### src/rtl/alu_bist.sv
// Self-test engine for the 4-bit ALU.
// Drives deterministic vectors and checks Z against a golden model.
module alu_bist #(
  parameter int               WIDTH     = 4,
  parameter int               NUM_PAIRS = 4,
  parameter logic [WIDTH-1:0] A0        = 4'b1001,
  parameter logic [WIDTH-1:0] B0        = 4'b0101
) (
  input  logic               clk,
  input  logic               rst_n,
  input  logic               start,
  output logic [WIDTH-1:0]   alu_a,
  output logic [WIDTH-1:0]   alu_b,
  output logic [2:0]         alu_s,
  output logic               alu_en,
  input  logic [WIDTH-1:0]   alu_z,
  output logic               busy,
  output logic               done,
  output logic               pass,
  output logic [7:0]         err_cnt,
  output logic [2*WIDTH+3:0] err_vec
);

  localparam int PW = (NUM_PAIRS > 1) ? $clog2(NUM_PAIRS) : 1;

  typedef enum logic [1:0] {
    ST_IDLE,
    ST_DRIVE,
    ST_CHECK,
    ST_DONE
  } state_t;

  state_t           state;
  state_t           state_nx;
  logic [PW-1:0]    pair;
  logic [3:0]       vec;
  logic [WIDTH-1:0] op_a;
  logic [WIDTH-1:0] op_b;
  logic [WIDTH-1:0] gold;
  logic             last;
  logic             mismatch;

  assign last     = (pair == PW'(NUM_PAIRS - 1)) && (vec == 4'hf);
  assign mismatch = (alu_z != gold);
  assign busy     = (state == ST_DRIVE) || (state == ST_CHECK);

  // Golden ALU result for the vector currently on the ALU inputs
  always_comb begin
    gold = '0;
    if (alu_en) begin
      unique case (alu_s)
        3'b000: gold = alu_a + alu_b;
        3'b001: gold = alu_a - alu_b;
        3'b010: gold = alu_a & alu_b;
        3'b011: gold = alu_a | alu_b;
        3'b100: gold = alu_a ^ alu_b;
        3'b101: gold = ~alu_a;
        3'b110: gold = {alu_a[WIDTH-2:0], 1'b0};
        3'b111: gold = {1'b0, alu_a[WIDTH-1:1]};
        default: gold = '0;
      endcase
    end
  end

  // State register
  always_ff @(posedge clk or negedge rst_n) begin
    if (!rst_n) state <= ST_IDLE;
    else        state <= state_nx;
  end

  // Next-state: one DRIVE/CHECK pair per vector
  always_comb begin
    state_nx = state;
    unique case (state)
      ST_IDLE:  if (start) state_nx = ST_DRIVE;
      ST_DRIVE: state_nx = ST_CHECK;
      ST_CHECK: state_nx = last ? ST_DONE : ST_DRIVE;
      ST_DONE:  state_nx = ST_IDLE;
      default:  state_nx = ST_IDLE;
    endcase
  end

  // Vector sequencing, ALU drive and error bookkeeping
  always_ff @(posedge clk or negedge rst_n) begin
    if (!rst_n) begin
      alu_a   <= '0;
      alu_b   <= '0;
      alu_s   <= '0;
      alu_en  <= 1'b0;
      done    <= 1'b0;
      pass    <= 1'b0;
      err_cnt <= '0;
      err_vec <= '0;
      pair    <= '0;
      vec     <= '0;
      op_a    <= '0;
      op_b    <= '0;
    end else begin
      done <= 1'b0;
      unique case (state)
        ST_IDLE: begin
          alu_a  <= '0;
          alu_b  <= '0;
          alu_s  <= '0;
          alu_en <= 1'b0;
          if (start) begin
            err_cnt <= '0;
            err_vec <= '0;
            pass    <= 1'b0;
            pair    <= '0;
            vec     <= '0;
            op_a    <= A0;
            op_b    <= B0;
          end
        end
        ST_DRIVE: begin
          alu_a  <= op_a;
          alu_b  <= op_b;
          alu_s  <= vec[2:0];
          alu_en <= vec[3];
        end
        ST_CHECK: begin
          if (mismatch) begin
            if (err_cnt != 8'hff) err_cnt <= err_cnt + 8'd1;
            if (err_cnt == 8'h00)
              err_vec <= {alu_a, alu_b, alu_s, alu_en};
          end
          vec <= vec + 4'd1;
          if (vec == 4'hf) begin
            pair <= pair + PW'(1);
            op_a <= op_a + WIDTH'(3);
            op_b <= op_b + WIDTH'(5);
          end
        end
        ST_DONE: begin
          done   <= 1'b1;
          pass   <= (err_cnt == 8'h00);
          alu_a  <= '0;
          alu_b  <= '0;
          alu_s  <= '0;
          alu_en <= 1'b0;
        end
        default: ;
      endcase
    end
  end

endmodule

### config.mk
export PLATFORM = sky130hd
export DESIGN_NAME = alu_bist
export DESIGN_NICKNAME = d
export VERILOG_FILES = /design/src/rtl/alu_bist.sv
export SDC_FILE = /design/constraint.sdc
export NUM_CORES = 1
export LEC_CHECK = 0
export ABC_AREA = 0
export CAP_MARGIN = 25
export CORE_MARGIN = 2
export CORE_UTILIZATION = 50
export CTS_BUF_LIST = sky130_fd_sc_hd__clkbuf_8 sky130_fd_sc_hd__clkbuf_16
export CTS_CLUSTER_SIZE = 14
export DETAILED_ROUTE_END_ITERATION = 8
export PLACE_DENSITY_LB_ADDON = 0.05
export SLEW_MARGIN = 20
export SYNTH_ARGS = -nofsm -noshare
export SYNTH_HDL_FRONTEND = slang
export SYNTH_SLANG_ARGS = --single-unit
### constraint.sdc
create_clock -name clk -period 4.5 [get_ports clk]
set_input_delay 0.45 -clock clk [delete_from_list [all_inputs] [get_ports clk]]
set_output_delay 0.45 -clock clk [all_outputs]
set_load 0.1 [all_outputs]
==> results.txt, run 1 <==
* Seq pwr share: 0.322
* Fraction of synthesis flops using an asynchronous set or reset pin: 1.00
- The floorplan step defined a die boundary enclosing ~6700 um^2.
- Total Routing Usage GR: 0.211
* Top-Level Pins: 42
- Worst hold slack: 238 ps
- The endpoint identified for the worst register-to-register timing path is err_vec[5].
- Summing every instance area after synthesis gives roughly 3000 um^2.
* Type of the most critical hold path: in -> async
- STA puts the critical path data required time at around 4700 ps.
- The core region is 5890 um^2.
* Count of flip-flops with a built-in enable after synthesis: 0
* Vias after detailed routing: 2500
- Period utilization: 0.768
- By area the synthesized netlist is led by dfrtp_1 41%, ha_1 9.1%, nand2_1 7.2%.
* M2 GR Usage: 0.351
- The share of total power dissipated in combinational logic is 0.502.
- Global routing's busiest layer: met2
- The net count of the finished layout is 408.
- The clock reaches the later pin of the worst-skew pair after about 300 ps.
- Max-slew violation count: 0
* Met1 Track Usage GR: 0.276
- Synthesis inferred 50 register bits.
- Cells on worst reg2reg path: 14
- TritonCTS clock tree: built
* Count of buffers from port buffering: 41
- Status: finished, final reports clean
- DPL Wire Length: approximately 4700 um
- Met3 usage in global routing: 0.0385
- Maximum cell stage delay along the critical path: approximately 580 ps
* Master cell of the clock root buffer: clkbuf_8
- Count of standard-cell rows: 28
* Post-Synthesis Mean Instance Area: 8.91 um^2
- Number of detailed-routing iterations run before antenna repair: 4
- Among all flip-flop cells after synthesis, the most frequent one is dfrtp_1.
* Synthesized-area fraction occupied by xor and xnor cells: 0.0231
- Switching Fraction: 0.499
- Type of element launching the critical path: flop
- Maximum vdd drop: between 400 and 500 uV
- In this run the tightest slew margin relative to its limit is 0.341.
- CTS saw 50 sinks.
* Number of H-tree branching levels: 2
- Wire length of the first global-routing pass: between 10000 and 15000 um
- During synthesis, Yosys emitted a total of 0 warnings.
- The final count of hold timing violations was 0.
- Among all stages on the critical path, the largest delay is contributed by dfrtp_1.
- Number of diodes added for antenna fixing: 0
- Net Count, Synth: 371
* Combined area of the multi-input logic cells: roughly 1600 um^2
- Max-cap violation count: 0
* Post-synthesis simple-gate area fraction: 0.176
- Once detail routing completed, the nets flagged for antenna violations numbered 0.
- For this block, the routed nets add up to 6600 um of wire.
- Number of antenna violations at the first check in global routing: 0
- In this run the horizontal extent of the chip is about 80 um.
- Setup repair after global routing left no endpoint under its margin.
- Total of fill cells in the finished design: a little over 500
- Last weighted congestion value of the routability-driven placer: between 0.8 and 0.9
* Part of the total power dissipated in the clock network: 0.176
* Initial standard-cell utilization of the core: 0.516
- Fraction of the mapped netlist area in compound gates: 0.166
* Data arrival time of the worst path: between 3000 and 4000 ps
* Hold buffer count at cts: 0
- Timing would allow up to 289 MHz.
- Kind of end point of the critical path: flop
* Number of instances in the synthesized netlist: 341
- In the final layout, the share of cells above drive strength 1 is 0.0423.
* Static Leakage: ~1.7 nW
- No sink is reached through more buffers than the 2 on the longest clock path.
- Layout overhead on the synthesized area: 18.8%
* Reg2reg start: alu_s[2]
- Of all nets on the critical path, the largest fanout is 17.
- Drc violations: 0
- Registers take around 1300 um^2.
- The biggest area contributor in the post-synthesis netlist is dfrtp_1.
* Register area share after synthesis: 0.412
- The signal on the critical path passes through nor2_1, nand2_1, nor2_1, a21o_1, inv_1, ha_1, nor2b_1, o21a_1, a211o_1, a31oi_1, xnor2_1, a31oi_4, o21ai_2, mux2i_1.
* TritonCTS buffer count: 5
- Multiplexer fraction of the synthesized cell area: 0.0667
* WS Path Type: reg -> reg
- Dominant cell by count in the synthesized netlist: nand2_1
- Maximum number of pins on one net before global-route repair: between 50 and 60
- After detailed routing, the average wire length per cell comes to about 15 um.
* Distinct cell type count of the synthesized netlist: 48
- Dominant combinational cell family by area after synthesis: simple AND/OR/NAND/NOR gates
- R2R Setup Slk: about 1000 ps
- Vias in the first global route: 2342
- Power spread over the standard cell area amounts to about 500 nW/um^2.
* Post-CTS resize count: 0
- After clock tree synthesis, the clock-pin slew on the worst setup and hold paths is 90 ps.
- Of the post-synthesis cell area, the dominant cell type holds 0.412.
* Die height: a little over 80 um
- In the synthesized netlist, the cells that appear most often are 58 x nand2_1, 50 x dfrtp_1, 31 x inv_1.
* CP most frequent cell: nor2_1
* Period minus WS final: between 3000 and 4000 ps
- Area share of fa/ha/maj cells after synthesis: 0.0972
- Post-CTS repair timing setup buffer count: 0
- Fin Setup TNS: 0 ps
- # setup viols final: 0
- Internal power: 0.000919 W
- After global routing the overflow that remains totals 0.
* Routed via count divided by cell count: 5.52
- Summed over all nets, the switching power comes to roughly 0.00092 W.
- Layout Skew: about 4.9 ps
- For this block, the initial DRC count from the detailed router was 70.
- At the pin with the least slew margin, the transition time is around 990 ps.
routing by layer:
metal / vias up / wire (um)
met4: 0 / 81
met3: 8 / 204
met2: 44 / 3100
met1: 1195 / 3210
met5: - / 0
li1: 1253 / -
through the flow:
step                worst slack (ps)   util  power, W  std cells  instance area [um^2]
floorplan                        752      -   0.00131        341                  3040
global placement                1200  0.594   0.00152        446                  3490
detailed placement              1050  0.594   0.00152        446                  3490
CTS                             1030  0.613   0.00185        453                  3610
global route                     695  0.613   0.00192        453                  3610
finish                          1050  0.613   0.00183        453                  3610
state kept, by name, summed over array words and instances (netlist names), 2 cells and up:
signal,count
err_vec,12
err_cnt,8
alu_a,4
alu_b,4
op_a,4
op_b,4
vec,4
alu_s,3
pair,2
state,2
critical path, delay by kind of cell, from the launching register on:
kind	cells	cell delay, ps
AOI/OAI and AO/OA	6	1380
xor gates and xnor gates	1	230
adders and majority gates	1	260
buffers and inverters	1	50
DFF	1	580
muxes	1	270
and+or+nand+nor	4	590
how the worst max path moves through the flow:
stage	startpoint	end	slack, ps	cells after the start
finish	alu_s[2]	err_vec[5]	1050	14
global route	alu_s[2]	err_vec[7]	700	11
CTS	alu_s[2]	err_vec[5]	1030	14
detailed placement	alu_s[2]	err_vec[5]	1050	14
global placement	alu_s[2]	err_vec[9]	1200	12
floorplan	alu_s[2]	err_vec[10]	750	14
layout by cell type, fill, tap and decap left out, types with 2 or more instances in the layout:
| cell | n |
|---|---|
| nand2_1 | 58 |
| nand2b_1 | 4 |
| o2bb2ai_1 | 3 |
| o21ai_0 | 29 |
| a21oi_1 | 16 |
| o211ai_1 | 3 |
| a31oi_1 | 4 |
| a21o_1 | 2 |
| nor2_1 | 17 |
| inv_1 | 31 |
| nor2b_1 | 2 |
| nand3_1 | 16 |
| clkdlybuf4s50_1 | 40 |
| and3_1 | 5 |
| o31ai_1 | 3 |
| a22o_1 | 2 |
| xor2_1 | 2 |
| nand3b_1 | 3 |
| xnor2_1 | 6 |
| clkbuf_8 | 6 |
| buf_4 | 3 |
| nor3_1 | 2 |
| mux2i_1 | 18 |
| dfrtp_1 | 50 |
| ha_1 | 22 |
| or3_1 | 7 |
logic make-up after synthesis:
kind of cell,count (synthesis)
flops,50
fa+ha+maj,23
compound gates,78
buf+inv,45
mux,19
xor+xnor,8
simple gates,118
final cells by class:
class / count / share of cell area
Sequential cell: 50 / 0.347
Timing Repair Buffer: 44 / 0.119
Inverter: 31 / 0.0323
Clock inverter: 1 / 0.00832
Clock buffer: 6 / 0.0229
Multi-Input combinational cell: 246 / 0.445
Tap cell: 75 / 0.0260
power groups by stage:
stage	Sequential (W)	Combinational [W]	Clock, W
global route	0.000603	0.000964	0.000352
detailed placement	0.000599	0.000926	0
CTS	0.000591	0.000927	0.000332
finish	0.000590	0.000922	0.000323
global placement	0.000598	0.000919	0
floorplan	0.00117	0.000142	0
(Power assumes the default switching activity.)
==> run 2, diff against run 1 <==
Clock period 4.5 ns to 3 ns, I/O delays scaled along.
==> run 2 against run 1 <==
Effect of this change:
- setup slack got worse by 980 ps
- register-to-register slack worse by 980 ps
- highest routed layer unchanged
- worst hold slack got worse by 170 ps
- via count is 2.0% higher
- clock skew increased by 3.8 ps
- maximum frequency is 18% higher
- first-iteration DRC count is 100% higher
- global-route usage rose by 1.9 points
- largest power group unchanged
==> results.txt, run 2 (synthesized netlist as in run 1, its figures left out) <==
- Maximum cell stage delay along the critical path: around 500 ps
- Setup repair after global routing could not meet its margin everywhere.
- Seq pwr share: 0.325
- Status: finished, final reports clean
- Number of antenna violations at the first check in global routing: 0
* Detailed router's first-iteration violation count: around 140
* Maximum number of pins on one net before global-route repair: 36
* Cells on worst reg2reg path: 12
- Count of buffers from port buffering: about 40
- Leaving out fill and tap cells, the most frequent cell in the layout is nand2_1.
- Of the total power, the share spent switching nets is 0.511.
- The number of pins with negative max-slew slack in the final report came to 0.
- The worst register-to-register path begins at alu_b[1].
* Max-cap violation count: 0
- Most flop-heavy register: err_vec
- Initial standard-cell utilization of the core: 0.516
* Tightest Pin Transition: slightly below 1000 ps
- Data arrival time of the worst path: roughly 3200 ps
- Using the TritonRoute via totals, the vias-per-cell ratio works out to between 5 and 6.
* Power, Total: around 0.0027 W
- The via count of the first global-routing pass was approximately 2400.
* Count of standard-cell rows: 28
- Period minus WS final: about 2900 ps
* CP Buf/Inv Count: 2
- Number of detailed-routing iterations run before antenna repair: 4
- Traced cell by cell, the critical path runs through inv_4, ha_1, a21o_1, fa_2, xnor2_1, mux4_2, nand2_2, xor2_2, a31oi_4, o21ai_4, clkbuf_16, mux2i_1.
- Type of element launching the critical path: flop
- Slowest cell on crit path: dfrtp_4
- The die covers about 6700 um^2.
- Count of antenna-violating nets left after detailed routing: 0
* Last weighted congestion value of the routability-driven placer: ~0.87
* Vias after detailed routing: 2550
- Hold timing on the final database bottoms out at a slack of 70.7 ps.
* Worst EP required: between 3000 and 4000 ps
- Total Routing Usage GR: 0.230
- Clock-pin slew was measured on the worst setup and hold paths at ~100 ps.
- Summed over all cells, the static leakage comes to approximately 1.9 nW.
- In this run the horizontal extent of the chip is about 80 um.
- Once layout is complete, the cells apart from fillers number roughly 470.
* Core region area: 5890 um^2
- The largest registers in the layout are err_vec x12, err_cnt x8.
- Type of the most critical hold path: in -> async
- After filler insertion, the fill cell instance count of the layout stands at between 500 and 600.
- Part of the total power dissipated in the clock network: 0.174
- Drc violations: 0
- In the final layout, the share of cells above drive strength 1 is 0.205.
* TritonCTS buffer count: 5
- Once routing completed, OpenROAD measured the worst setup slack at about 68 ps.
- Clock net sink count: 50
- Of the total power, combinational logic draws 0.501.
- Summing all placed instances gives a cell area of 3530 um^2.
- The critical path in this run is classified as reg -> reg.
- Summed over all nets, the switching power comes to 0.00140 W.
- Across the VDD grid, the largest voltage drop is slightly above 700 uV.
- Total power divided by cell area: between 700 and 800 nW/um^2
- Worst setup timing slack at the placement stage: around 67 ps
* Master cell of the clock root buffer: clkbuf_8
- Die height: ~80 um
- Detail-routed net length per standard cell: 15.1 um
- Top cell family by delay on the critical path: multiplexers
- DPL Wire Length: roughly 5000 um
- Largest fanout on the critical path: 6
- Once placement completed, the tool counted placed cells totaling approximately 450.
* Number of diodes added for antenna fixing: 0
- The first global-routing pass estimated 11700 um of wire.
- Final hold violations: 0
* Buffer depth of the longest clock path: 2
- For the worst-skew pair, the clock arrives at the later sink with an insertion delay of between 300 and 400 ps.
* Final routed wirelength across all metal layers: ~7100 um
* Post-route cell area: around 3700 um^2
- Setup violations remaining at the end of the flow were counted as 0.
- The H-tree was split into 2 levels.
- Largest register FFs: 12
- Layout Skew: between 8 and 9 ps
- Headroom to the max-slew limit came out at 0.354.
- Top-Level Pins: 42
- Overflow left after global routing: 0
* Commonest cells after routing, fill and taps aside: 55 x nand2_1, 45 x buf_4, 42 x dfrtp_1
* Period utilization: 0.977
- Kind of end point of the critical path: flop
- TritonCTS built the clock tree.
- Final-stage net count: 420
* Critical path depth: 12
* Layout overhead on the synthesized area: 23.3%
* Worst setup startpoint: alu_b[1]
- Internal power comes to approximately 0.0013 W.
- For this run, the top clock speed supported by timing is roughly 340 MHz.
run 2: cell types whose count changed in the layout (fill, tap and decap cells not counted), moves of 2 or more:
cell             change
buf_4               +42
clkdlybuf4s50_1     -32
dfrtp_1              -8
dfrtp_2              +3
dfrtp_4              +5
nand2_1              -3
nand2_2              +3
nor2_1               -2
run 2: routing by layer:
layer  part of all wire  GRT usage
met2               0.49      0.382
met1               0.47      0.313
met5                  0          0
met4             0.0089     0.0550
met3              0.034     0.0407
run 2: per-stage QoR:
| stage | util | TNS [ps] |
|---|---|---|
| 6_report | 0.636 | 0 |
| 5_1_grt | 0.636 | -1180 |
| 4_1_cts | 0.619 | 0 |
| 3_5_place_dp | 0.601 | 0 |
| 3_3_place_gp | 0.601 | 0 |
| 2_1_floorplan | - | -1070 |
run 2: path summary, 6_finish.rpt:
path / slack, ps / endpoint
min reg2reg: 520 / err_vec[6]
max reg2reg: 70 / err_vec[2]
min: 70 / alu_a[3]
max: 70 / err_vec[2]
max in group asynchronous: 2210 / err_cnt[0]
min in group clk: 520 / err_vec[6]
run 2: repair_timing:
action | in CTS | in global routing
hold buffers | 0 | 0
resized for setup | 0 | 9
setup buffers | 0 | 3
setup endpoints to repair | 0 | 20
run 2: power groups by stage:
| stage | clock network [W] | registers, W | logic (W) |
|---|---|---|---|
| 2_1_floorplan | 0 | 0.00176 | 0.000213 |
| 3_3_place_gp | 0 | 0.000901 | 0.00135 |
| 3_5_place_dp | 0 | 0.000905 | 0.00137 |
| 4_1_cts | 0.000490 | 0.000894 | 0.00137 |
| 5_1_grt | 0.000517 | 0.000913 | 0.00144 |
| 6_report | 0.000479 | 0.000893 | 0.00138 |
run 2: worst reg2reg max path, delay by kind of cell, from the launching register on:
family,cells,cell delay [ps]
mux,2,640
fa+ha+maj,2,560
flops,1,500
compound gates,3,470
xor+xnor,2,320
buf+inv,2,260
simple gates,1,100
run 2: final cells by class:
class,instances,area [um^2],area share
clock buffers,5,68.8,0.0184
clock inverters,3,41.3,0.0110
inverters,31,119,0.0317
multi-input cells,246,1680,0.449
flip-flops and latches,50,1270,0.340
well taps,75,93.8,0.0251
repair buffers,56,468,0.125
